==> src/rtl/div_pkg.sv <==
// Shared constants, state encoding and a width helper for the sequential restoring divider.
package div_pkg;

    localparam int DIV_W = 8;

    localparam logic [1:0] S_IDLE = 2'd0;
    localparam logic [1:0] S_RUN  = 2'd1;
    localparam logic [1:0] S_DONE = 2'd2;

    typedef enum logic [1:0] {
        ST_IDLE = S_IDLE,
        ST_RUN  = S_RUN,
        ST_DONE = S_DONE
    } state_t;

    // Bits needed to count 0..value-1; never less than one bit.
    function automatic int clog2(input int value);
        int res;
        res = 1;
        for (int i = 1; i < 31; i++) begin
            if ((32'sd1 << i) < value) begin
                res = i + 1;
            end else begin
                res = res;
            end
        end
        return res;
    endfunction

endpackage

==> src/rtl/seq_restoring_divider_if.sv <==
// Start/done handshake and operand/result bundle between the controller and the divider.
interface seq_restoring_divider_if #(parameter int WIDTH = 8);

    logic             start;
    logic [WIDTH-1:0] dividend;
    logic [WIDTH-1:0] divisor;
    logic             busy;
    logic             done;
    logic [WIDTH-1:0] quotient;
    logic [WIDTH-1:0] remainder;
    logic             div_by_zero;

    modport master (
        output start, dividend, divisor,
        input  busy, done, quotient, remainder, div_by_zero
    );

    modport slave (
        input  start, dividend, divisor,
        output busy, done, quotient, remainder, div_by_zero
    );

endinterface

==> src/rtl/ripple_subtractor.sv <==
// N-bit a - b built from a chain of full adders fed with ~b and a carry-in of one.
module ripple_subtractor #(
    parameter int N = 9
) (
    input  logic [N-1:0] a,
    input  logic [N-1:0] b,
    output logic [N-1:0] diff,
    output logic         no_borrow
);

    logic [N:0]   carry_s;
    logic [N-1:0] b_inv_s;

    assign carry_s[0] = 1'b1;
    assign b_inv_s    = ~b;

    for (genvar i = 0; i < N; i++) begin : g_fa
        assign diff[i]        = a[i] ^ b_inv_s[i] ^ carry_s[i];
        assign carry_s[i + 1] = (a[i] & b_inv_s[i]) | (carry_s[i] & (a[i] ^ b_inv_s[i]));
    end

    // A final carry of one means a >= b.
    assign no_borrow = carry_s[N];

endmodule

==> src/rtl/seq_restoring_divider.sv <==
// Multi-cycle unsigned restoring divider, one shift-subtract step per clock.
// Optional macro DIV_ZERO_FAST_EN: a zero divisor jumps straight to DONE.
module seq_restoring_divider
    import div_pkg::*;
#(
    parameter int WIDTH = DIV_W
) (
    input  logic                    clk,
    input  logic                    rst,
    seq_restoring_divider_if.slave  bus
);

    localparam int                CNT_W     = clog2(WIDTH);
    localparam logic [CNT_W-1:0]  LAST_STEP = CNT_W'(WIDTH - 1);

    state_t            state_r;
    state_t            state_next_s;
    logic [WIDTH:0]    r_r;
    logic [WIDTH-1:0]  q_r;
    logic [WIDTH-1:0]  d_r;
    logic [CNT_W-1:0]  cnt_r;
    logic              busy_r;
    logic              done_r;
    logic              dbz_r;
    logic [WIDTH-1:0]  quotient_r;
    logic [WIDTH-1:0]  remainder_r;

    logic              accept_s;
    logic              zero_fast_s;
    logic              last_step_s;
    logic [WIDTH:0]    s_s;
    logic [WIDTH:0]    diff_s;
    logic [WIDTH:0]    r_step_s;
    logic [WIDTH-1:0]  q_step_s;
    logic              no_borrow_s;
    logic              unused_r_top_s;

    assign s_s = {r_r[WIDTH-1:0], q_r[WIDTH-1]};

    ripple_subtractor #(.N(WIDTH + 1)) u_sub (
        .a         (s_s),
        .b         ({1'b0, d_r}),
        .diff      (diff_s),
        .no_borrow (no_borrow_s)
    );

    assign r_step_s = no_borrow_s ? diff_s : s_s;
    assign q_step_s = {q_r[WIDTH-2:0], no_borrow_s};

    // The partial remainder never exceeds WIDTH bits, so its top bit is only carried along.
    assign unused_r_top_s = r_r[WIDTH];

    assign accept_s    = bus.start && (state_r != ST_RUN);
    assign last_step_s = (state_r == ST_RUN) && (cnt_r == LAST_STEP);

`ifdef DIV_ZERO_FAST_EN
    assign zero_fast_s = (bus.divisor == '0);
`else
    assign zero_fast_s = 1'b0;
`endif

    // Next-state decode for IDLE/RUN/DONE.
    always_comb begin
        state_next_s = state_r;
        case (state_r)
            ST_IDLE, ST_DONE: begin
                if (accept_s) begin
                    state_next_s = zero_fast_s ? ST_DONE : ST_RUN;
                end else begin
                    state_next_s = ST_IDLE;
                end
            end
            ST_RUN: begin
                if (cnt_r == LAST_STEP) begin
                    state_next_s = ST_DONE;
                end else begin
                    state_next_s = ST_RUN;
                end
            end
            default: state_next_s = ST_IDLE;
        endcase
    end

    // State register and registered handshake outputs.
    always_ff @(posedge clk) begin
        if (rst) begin
            state_r <= ST_IDLE;
            busy_r  <= 1'b0;
            done_r  <= 1'b0;
        end else begin
            state_r <= state_next_s;
            busy_r  <= (state_next_s == ST_RUN);
            done_r  <= (state_next_s == ST_DONE);
        end
    end

    // Operand capture, shift-subtract iteration and result registers.
    always_ff @(posedge clk) begin
        if (rst) begin
            q_r         <= '0;
            r_r         <= '0;
            d_r         <= '0;
            cnt_r       <= '0;
            dbz_r       <= 1'b0;
            quotient_r  <= '0;
            remainder_r <= '0;
        end else if (accept_s) begin
            q_r   <= bus.dividend;
            r_r   <= '0;
            d_r   <= bus.divisor;
            cnt_r <= '0;
            dbz_r <= 1'b0;
            if (zero_fast_s) begin
                quotient_r  <= '1;
                remainder_r <= bus.dividend;
                dbz_r       <= 1'b1;
            end
        end else if (state_r == ST_RUN) begin
            q_r   <= q_step_s;
            r_r   <= r_step_s;
            cnt_r <= cnt_r + {{(CNT_W-1){1'b0}}, 1'b1};
            if (last_step_s) begin
                quotient_r  <= q_step_s;
                remainder_r <= r_step_s[WIDTH-1:0];
                dbz_r       <= (d_r == '0);
            end
        end
    end

    assign bus.busy        = busy_r;
    assign bus.done        = done_r;
    assign bus.quotient    = quotient_r;
    assign bus.remainder   = remainder_r;
    assign bus.div_by_zero = dbz_r;

endmodule

==> src/flat_wrapper.sv <==
// flat-port wrapper written by rule: the top's interface ports become plain ports
module seq_restoring_divider_flat import div_pkg::*;
#(
    parameter int WIDTH = DIV_W
)
  (clk, rst, bus_start, bus_dividend, bus_divisor, bus_busy, bus_done, bus_quotient, bus_remainder, bus_div_by_zero);
  seq_restoring_divider_if #(.WIDTH(WIDTH)) bus_i ();
  input  logic clk;
  input  logic rst;
  input wire logic [$bits(bus_i.start)-1:0] bus_start;
  input wire logic [$bits(bus_i.dividend)-1:0] bus_dividend;
  input wire logic [$bits(bus_i.divisor)-1:0] bus_divisor;
  output wire logic [$bits(bus_i.busy)-1:0] bus_busy;
  output wire logic [$bits(bus_i.done)-1:0] bus_done;
  output wire logic [$bits(bus_i.quotient)-1:0] bus_quotient;
  output wire logic [$bits(bus_i.remainder)-1:0] bus_remainder;
  output wire logic [$bits(bus_i.div_by_zero)-1:0] bus_div_by_zero;
  assign bus_i.start = bus_start;
  assign bus_i.dividend = bus_dividend;
  assign bus_i.divisor = bus_divisor;
  assign bus_busy = bus_i.busy;
  assign bus_done = bus_i.done;
  assign bus_quotient = bus_i.quotient;
  assign bus_remainder = bus_i.remainder;
  assign bus_div_by_zero = bus_i.div_by_zero;
  seq_restoring_divider #(.WIDTH(WIDTH)) u_core (.clk(clk), .rst(rst), .bus(bus_i));
endmodule
==> config.mk <==
export PLATFORM = sky130hd
export DESIGN_NAME = seq_restoring_divider_flat
export DESIGN_NICKNAME = d
export VERILOG_FILES = /design/src/rtl/div_pkg.sv /design/src/rtl/seq_restoring_divider_if.sv /design/src/rtl/ripple_subtractor.sv /design/src/rtl/seq_restoring_divider.sv /design/src/flat_wrapper.sv
export SDC_FILE = /design/constraint.sdc
export NUM_CORES = 1
export LEC_CHECK = 0
export CAP_MARGIN = 30
export CORE_MARGIN = 2
export CORE_UTILIZATION = 47
export DETAILED_ROUTE_END_ITERATION = 10
export GPL_ROUTABILITY_DRIVEN = 1
export PLACE_DENSITY = 0.82
export SYNTH_ARGS = -nofsm -noshare
export SYNTH_HDL_FRONTEND = slang
export SYNTH_HIERARCHICAL = 1
export SYNTH_SLANG_ARGS = --single-unit
==> constraint.sdc <==
create_clock -name clk -period 4.2 [get_ports clk]
set_clock_uncertainty 0.1 [all_clocks]
set_input_delay 0.42 -clock clk [delete_from_list [all_inputs] [get_ports clk]]
set_output_delay 0.42 -clock clk [all_outputs]
set_load 0.005 [all_outputs]
* Word level (Yosys, flattened, before mapping) *
Cells that the tools add are included.

storage, ports and cells
  register bits = 48
  output and inout port bits = 19
  word-level logic and storage cells = 77

operators by class
  add/subtract/negate cells = 1
  equality and inequality tests = 6
  muxes and demuxes = 6
  bitwise gates (word level) = 45
  reductions and logical operators = 9

operator list
  kind                   number
  $mux W8                3
  $and A1 B1 Y1          17
  $xor A1 B1 Y1          16
  $not A8 Y9             1
  $or A1 B1 Y1           9
  $logic_not A8 Y1       1
  $eq A2 B1 Y1 const B   2
  $eq A2 B2 Y1 const B   2
  $pmux W2 S2            1
  $reduce_or A2 Y1       2
  $add A3 B1 Y3 const B  1
  $eq A3 B3 Y1 const B   1
  $reduce_and A3 Y1      1
  $logic_and A1 B1 Y1    2
  $logic_not A2 Y1       1
  $mux W2                1
  $ne A2 B1 Y1 const B   1
  $not A1 Y1             2
  $reduce_and A2 Y1      1
  $reduce_bool A2 Y1     1
  $mux W1                1

* Depth between registers and ports, before layout *
  depth after elaboration = 21
  gate-level depth with buffers = 16
  gate-level depth less buffers = 15

* Cells and area by module *
Netlist, hierarchy kept.

by module, submodules not included
  module                 times used  cells an instance  area an instance (µm²)  seq. area each (µm²)
  seq_restoring_divider  1           180                1893.1                  960.9
  ripple_subtractor      1           28                 244.0                   0.0

* Worst setup path after synthesis *
No wires, ideal clock.

  path kind = flip-flop to flip-flop
  start point = reg u_core.q_r[7]
  end point = reg u_core.remainder_r[7] (netlist: u_core/bus.remainder[7])
  arrival time = 3.834 ns
  data required time = 3.967 ns
  slack = 0.133 ns
  cell stages (with the launch flop) = 17
  path buffers = 1
  path through = dfxtp_1 > inv_1 > ha_1 > inv_1 > fa_1 > inv_1 > fa_1 > fa_1 > fa_1 > fa_1 > fa_1 > fa_1 > inv_1 > fa_1 > buf_2 > mux2i_1 > a311oi_1

on the way
  cells in the longest elaborated chain, start to end = 19

ends and longest elaborated chain
  item                                                   line                          RTL
  start: declaration                                     seq_restoring_divider.sv:19   logic [WIDTH-1:0] q_r;
  start signal: assignment                               seq_restoring_divider.sv:108  q_r <= bus.dividend;
  start signal: assignment                               seq_restoring_divider.sv:119  q_r <= q_step_s;
  $and A1 B1 Y1 / $xor A1 B1 Y1 (equally long branches)  ripple_subtractor.sv:19       assign carry_s[i + 1] = (a[i] & b_inv_s[i]) | (carry_s[i] & (a[i] ^ b_inv_s[i]));
  $or A1 B1 Y1 *                                         ripple_subtractor.sv:19
  $and A1 B1 Y1 *                                        ripple_subtractor.sv:19
  $or A1 B1 Y1 *                                         ripple_subtractor.sv:19
  $and A1 B1 Y1 *                                        ripple_subtractor.sv:19
  $or A1 B1 Y1 *                                         ripple_subtractor.sv:19
  $and A1 B1 Y1 *                                        ripple_subtractor.sv:19
  $or A1 B1 Y1 *                                         ripple_subtractor.sv:19
  (+4 left out)                                          --
  $and A1 B1 Y1 *                                        ripple_subtractor.sv:19
  $or A1 B1 Y1 *                                         ripple_subtractor.sv:19
  $and A1 B1 Y1 *                                        ripple_subtractor.sv:19
  $or A1 B1 Y1 *                                         ripple_subtractor.sv:19
  $and A1 B1 Y1 *                                        ripple_subtractor.sv:19
  $or A1 B1 Y1 *                                         ripple_subtractor.sv:19
  via u_core.no_borrow_s                                 seq_restoring_divider.sv:35   logic no_borrow_s;
  $mux W8 *                                              seq_restoring_divider.sv:47   assign r_step_s = no_borrow_s ? diff_s : s_s;
  end signal: assignment                                 seq_restoring_divider.sv:115  remainder_r <= bus.dividend;
  end signal: assignment                                 seq_restoring_divider.sv:124  remainder_r <= r_step_s[WIDTH-1:0];
  end: declaration                                       seq_restoring_divider.sv:26   logic [WIDTH-1:0] remainder_r;

The timed path passes the listed nets; every way through them passes the cells marked *.
A chain may end at the register's enable or synchronous reset.

* Worst setup path after layout *
Ends and elaborated chain as after synthesis.

==> flow_metrics.tcl <==
set metrics [dict create \
    status "complete, no violations" \
    crit_path_frequent_cell "fa_2" \
    slew_viol_final 0 \
    placedCellCount 286 \
    core-area_um2 4354 \
    hold_viol_final 0 \
    hold_path_depth 1 \
    clock-sinks 48 \
    worstPathMaxFanout 5 \
    worstPathCellList "inv_1 > ha_1 > inv_1 > fa_1 > inv_1 > fa_2 > fa_2 > fa_2 > fa_2 > fa_2 > fa_1 > inv_1 > fa_2 > buf_12 > mux2i_4 > a311oi_1" \
    die_x_um 71.43 \
    gp_congestion 0.7929 \
    syn_area_per_cell_um2 10.27 \
    utilization 0.6296 \
    io_pins 38 \
    yosysUniqueCellTypes 29 \
    grt_usage 0.1823 \
    regArea_um2 960.9 \
    slowest_delay_ns 0.36 \
    synth_top_area_cell "dfxtp_1" \
    p_leak_nw 1.060 \
    reg2reg_to "u_core/bus.remainder[7]$_SDFFE_PP0P_" \
    synthTopCellsByArea "dfxtp_1 (45%), mux2i_1 (8.0%), fa_1 (7.5%)" \
    timing.final.crit_share 0.9604 \
    initial_core_util 0.4908 \
    wl_per_cell_um 14.69 \
    ir_drop_mv 0.1803 \
    drv_cap 0 \
    antenna_cells 0 \
    port_buffers 37 \
    drc 0 \
    synthCells 208 \
    cpLargestDelayFamily "adder cells" \
    rsz0062_at_grt "false" \
    start_kind "flip-flop" \
    ys_seq_area_frac 0.4496 \
    min_from "u_core/bus.remainder[3]$_SDFFE_PP0P_" \
    grt_pass1_vias 1578 \
    pre_cts_slack_ns -0.006092 \
    startpoint "u_core/q_r[7]$_SDFFE_PP0P_" \
    avgViaCountPerCell 5.366 \
    fill_cells 334 \
    critPathKind "reg2reg" \
    critPathSlowestCell "fa_1" \
    drtIter0Drc 78 \
    fin_ws_ns 0.1665 \
    clkLatencyLatePin_ns 0.31 \
    multi_input_area_um2 1071 \
    reg2reg_from "u_core/q_r[7]$_SDFFE_PP0P_" \
    clk_path_buf_depth 2 \
    worstPathArrival_ns 4.09 \
    grt_overflow_total 0 \
    grt_pass1_wl_um 7176 \
    area_delta_synth_final_pct 28.28 \
    hpwl_um 2922 \
    synthesis.area_um2 2137 \
    detail-route-antenna-nets 0 \
    synth_top_area_share 0.4496 \
    p_total_mw 1.031 \
    tightest_slew_ns 0.9491 \
    cts_buffers 5 \
    nNetsFinal 272 \
    syn_nets 238 \
    fmax_mhz 247.9 \
    hold_path_class "reg2reg" \
    vias 1583 \
    final_cells 295 \
    h-tree-depth 2 \
    wirelength_um 4333 \
    clk_pin_slew_ns 0.09 \
    critical_path_required_ns 4.25 \
    die_h_um 71.43 \
    synth-seq-cells 48 \
    first_pass_iters 4 \
    yosysWarningCount 6 \
    reg2reg_depth 16 \
    powerDensity_nw_per_um2 376.0 \
    rows 24 \
    grt_max_degree 28 \
    cts_tree "done" \
    period_minus_slack_ns 4.034 \
    critPathBufInv 5 \
    die_area_um2 5102 \
    root_buffer "clkbuf_8" \
    drive_above_1_share 0.1564 \
    grt_antenna_before_repair 0 \
    slew_headroom 0.3673 \
    finalSetupViolCount 0 \
    holdPathEnd "u_core/bus.remainder[3]$_SDFFE_PP0P_" \
    r2r_slack_ns 0.17 \
    cp-end-kind "flip-flop" \
]
## cell usage in the layout, fill, tap and decap left out, drive strengths merged, types with 3 or more instances in the layout
cell type and instances:
a211oi 16, a21oi 13, a22o 8, buf 4
clkbuf 6, clkdlybuf4s50 37, dfxtp 48, fa 8
ha 3, inv 22, mux2i 17, nand2 5
nand3 8, nor2 20, o21ai 8, o2bb2ai 7
## what timing repair did
action                     in CTS  in global routing
setup buffers                   0                  0
hold buffers                    0                  0
gates resized for setup         3                 15
gates cloned                    0                  1
setup endpoints to repair       3                 17
pin swaps                       0                  1
## metal layers
| layer | global-route usage | vias up | wire (um) | part of all wire |
|---|---|---|---|---|
| li1 | - | 784 | - | - |
| met1 | 0.2290 | 754 | 1986 | 0.46 |
| met2 | 0.2994 | 38 | 2101 | 0.48 |
| met3 | 0.04641 | 7 | 180 | 0.042 |
| met4 | 0.07547 | 0 | 64 | 0.015 |
| met5 | 0 | - | 0 | 0 |
## metrics by stage
step,TNS [ns],hold WS [ns],area (um2)
floorplan,0,0.3400,2137
global placement,0,0.3456,2505
detailed placement,-0.006092,0.3506,2520
CTS,0,0.3751,2648
global route,0,0.3829,2741
finish,0,0.3690,2741
## sequential cells by signal, summed over array words and instances, names as in the netlist
name,count
u_core/cnt_r,3
u_core/bus.busy,1
u_core/d_r,8
u_core/r_r,8
u_core/bus.quotient,8
u_core/bus.done,1
u_core/state_r,2
u_core/bus.div_by_zero,1
u_core/q_r,8
u_core/bus.remainder,8
## worst max path at each step
stage / endpoint / cells after the start
final: u_core/bus.remainder[7]$_SDFFE_PP0P_ / 16
after floorplan: u_core/bus.remainder[7]$_SDFFE_PP0P_ / 16
after CTS: u_core/bus.remainder[7]$_SDFFE_PP0P_ / 16
after global placement: u_core/r_r[6]$_SDFFE_PP0P_ / 16
after detailed placement: u_core/bus.remainder[7]$_SDFFE_PP0P_ / 16
after global routing: u_core/bus.remainder[7]$_SDFFE_PP0P_ / 16
## cells in the mapped netlist
cell type   n
o2bb2ai_1   7
nand2b_1    1
fa_1        8
xnor2_1     1
nor2b_1     1
a211oi_2    6
a311oi_2    1
inv_2       1
nand3b_4    1
buf_6       3
a21oi_1    12
buf_2       6
mux2i_1    17
a22o_1      8
nor2_1     20
clkbuf_1    1
a21oi_4     1
inv_1      21
nor4_1      2
buf_4       5
nand2_1     5
dfxtp_1    48
a21o_1      1
o21ai_0     8
nand3_1     8
a211oi_1   10
a311oi_1    1
ha_1        3
conb_1      1
## cell families (layout without fill, tap and decap cells)
family / count (synthesis) / count (layout) / share of synthesized area
buffers and inverters: 37 / 72 / 0.08782
xor gates and xnor gates: 1 / 1 / 0.004099
AOI/OAI and AO/OA: 55 / 55 / 0.2008
muxes: 17 / 17 / 0.07962
other: 1 / 1 / 0.001755
adders and majority gates: 11 / 11 / 0.09251
and+or+nand+nor: 38 / 38 / 0.08373
DFF: 48 / 48 / 0.4496
## where the power goes
part | total (mW) | leakage (nW) | internal, mW | switching, mW
Combinational | 0.200 | 0.610 | 0.101 | 0.0999
Sequential | 0.491 | 0.392 | 0.473 | 0.0172
Clock | 0.340 | 0.0583 | 0.179 | 0.160
## final cells by class
type / instances / area share
well taps: 52 / 0.02373
clock inverters: 3 / 0.01734
inverters: 22 / 0.03012
flip-flops and latches: 48 / 0.3505
clock buffers: 5 / 0.02510
repair buffers: 42 / 0.1625
multi-input cells: 123 / 0.3907
(Power assumes the default switching activity.)
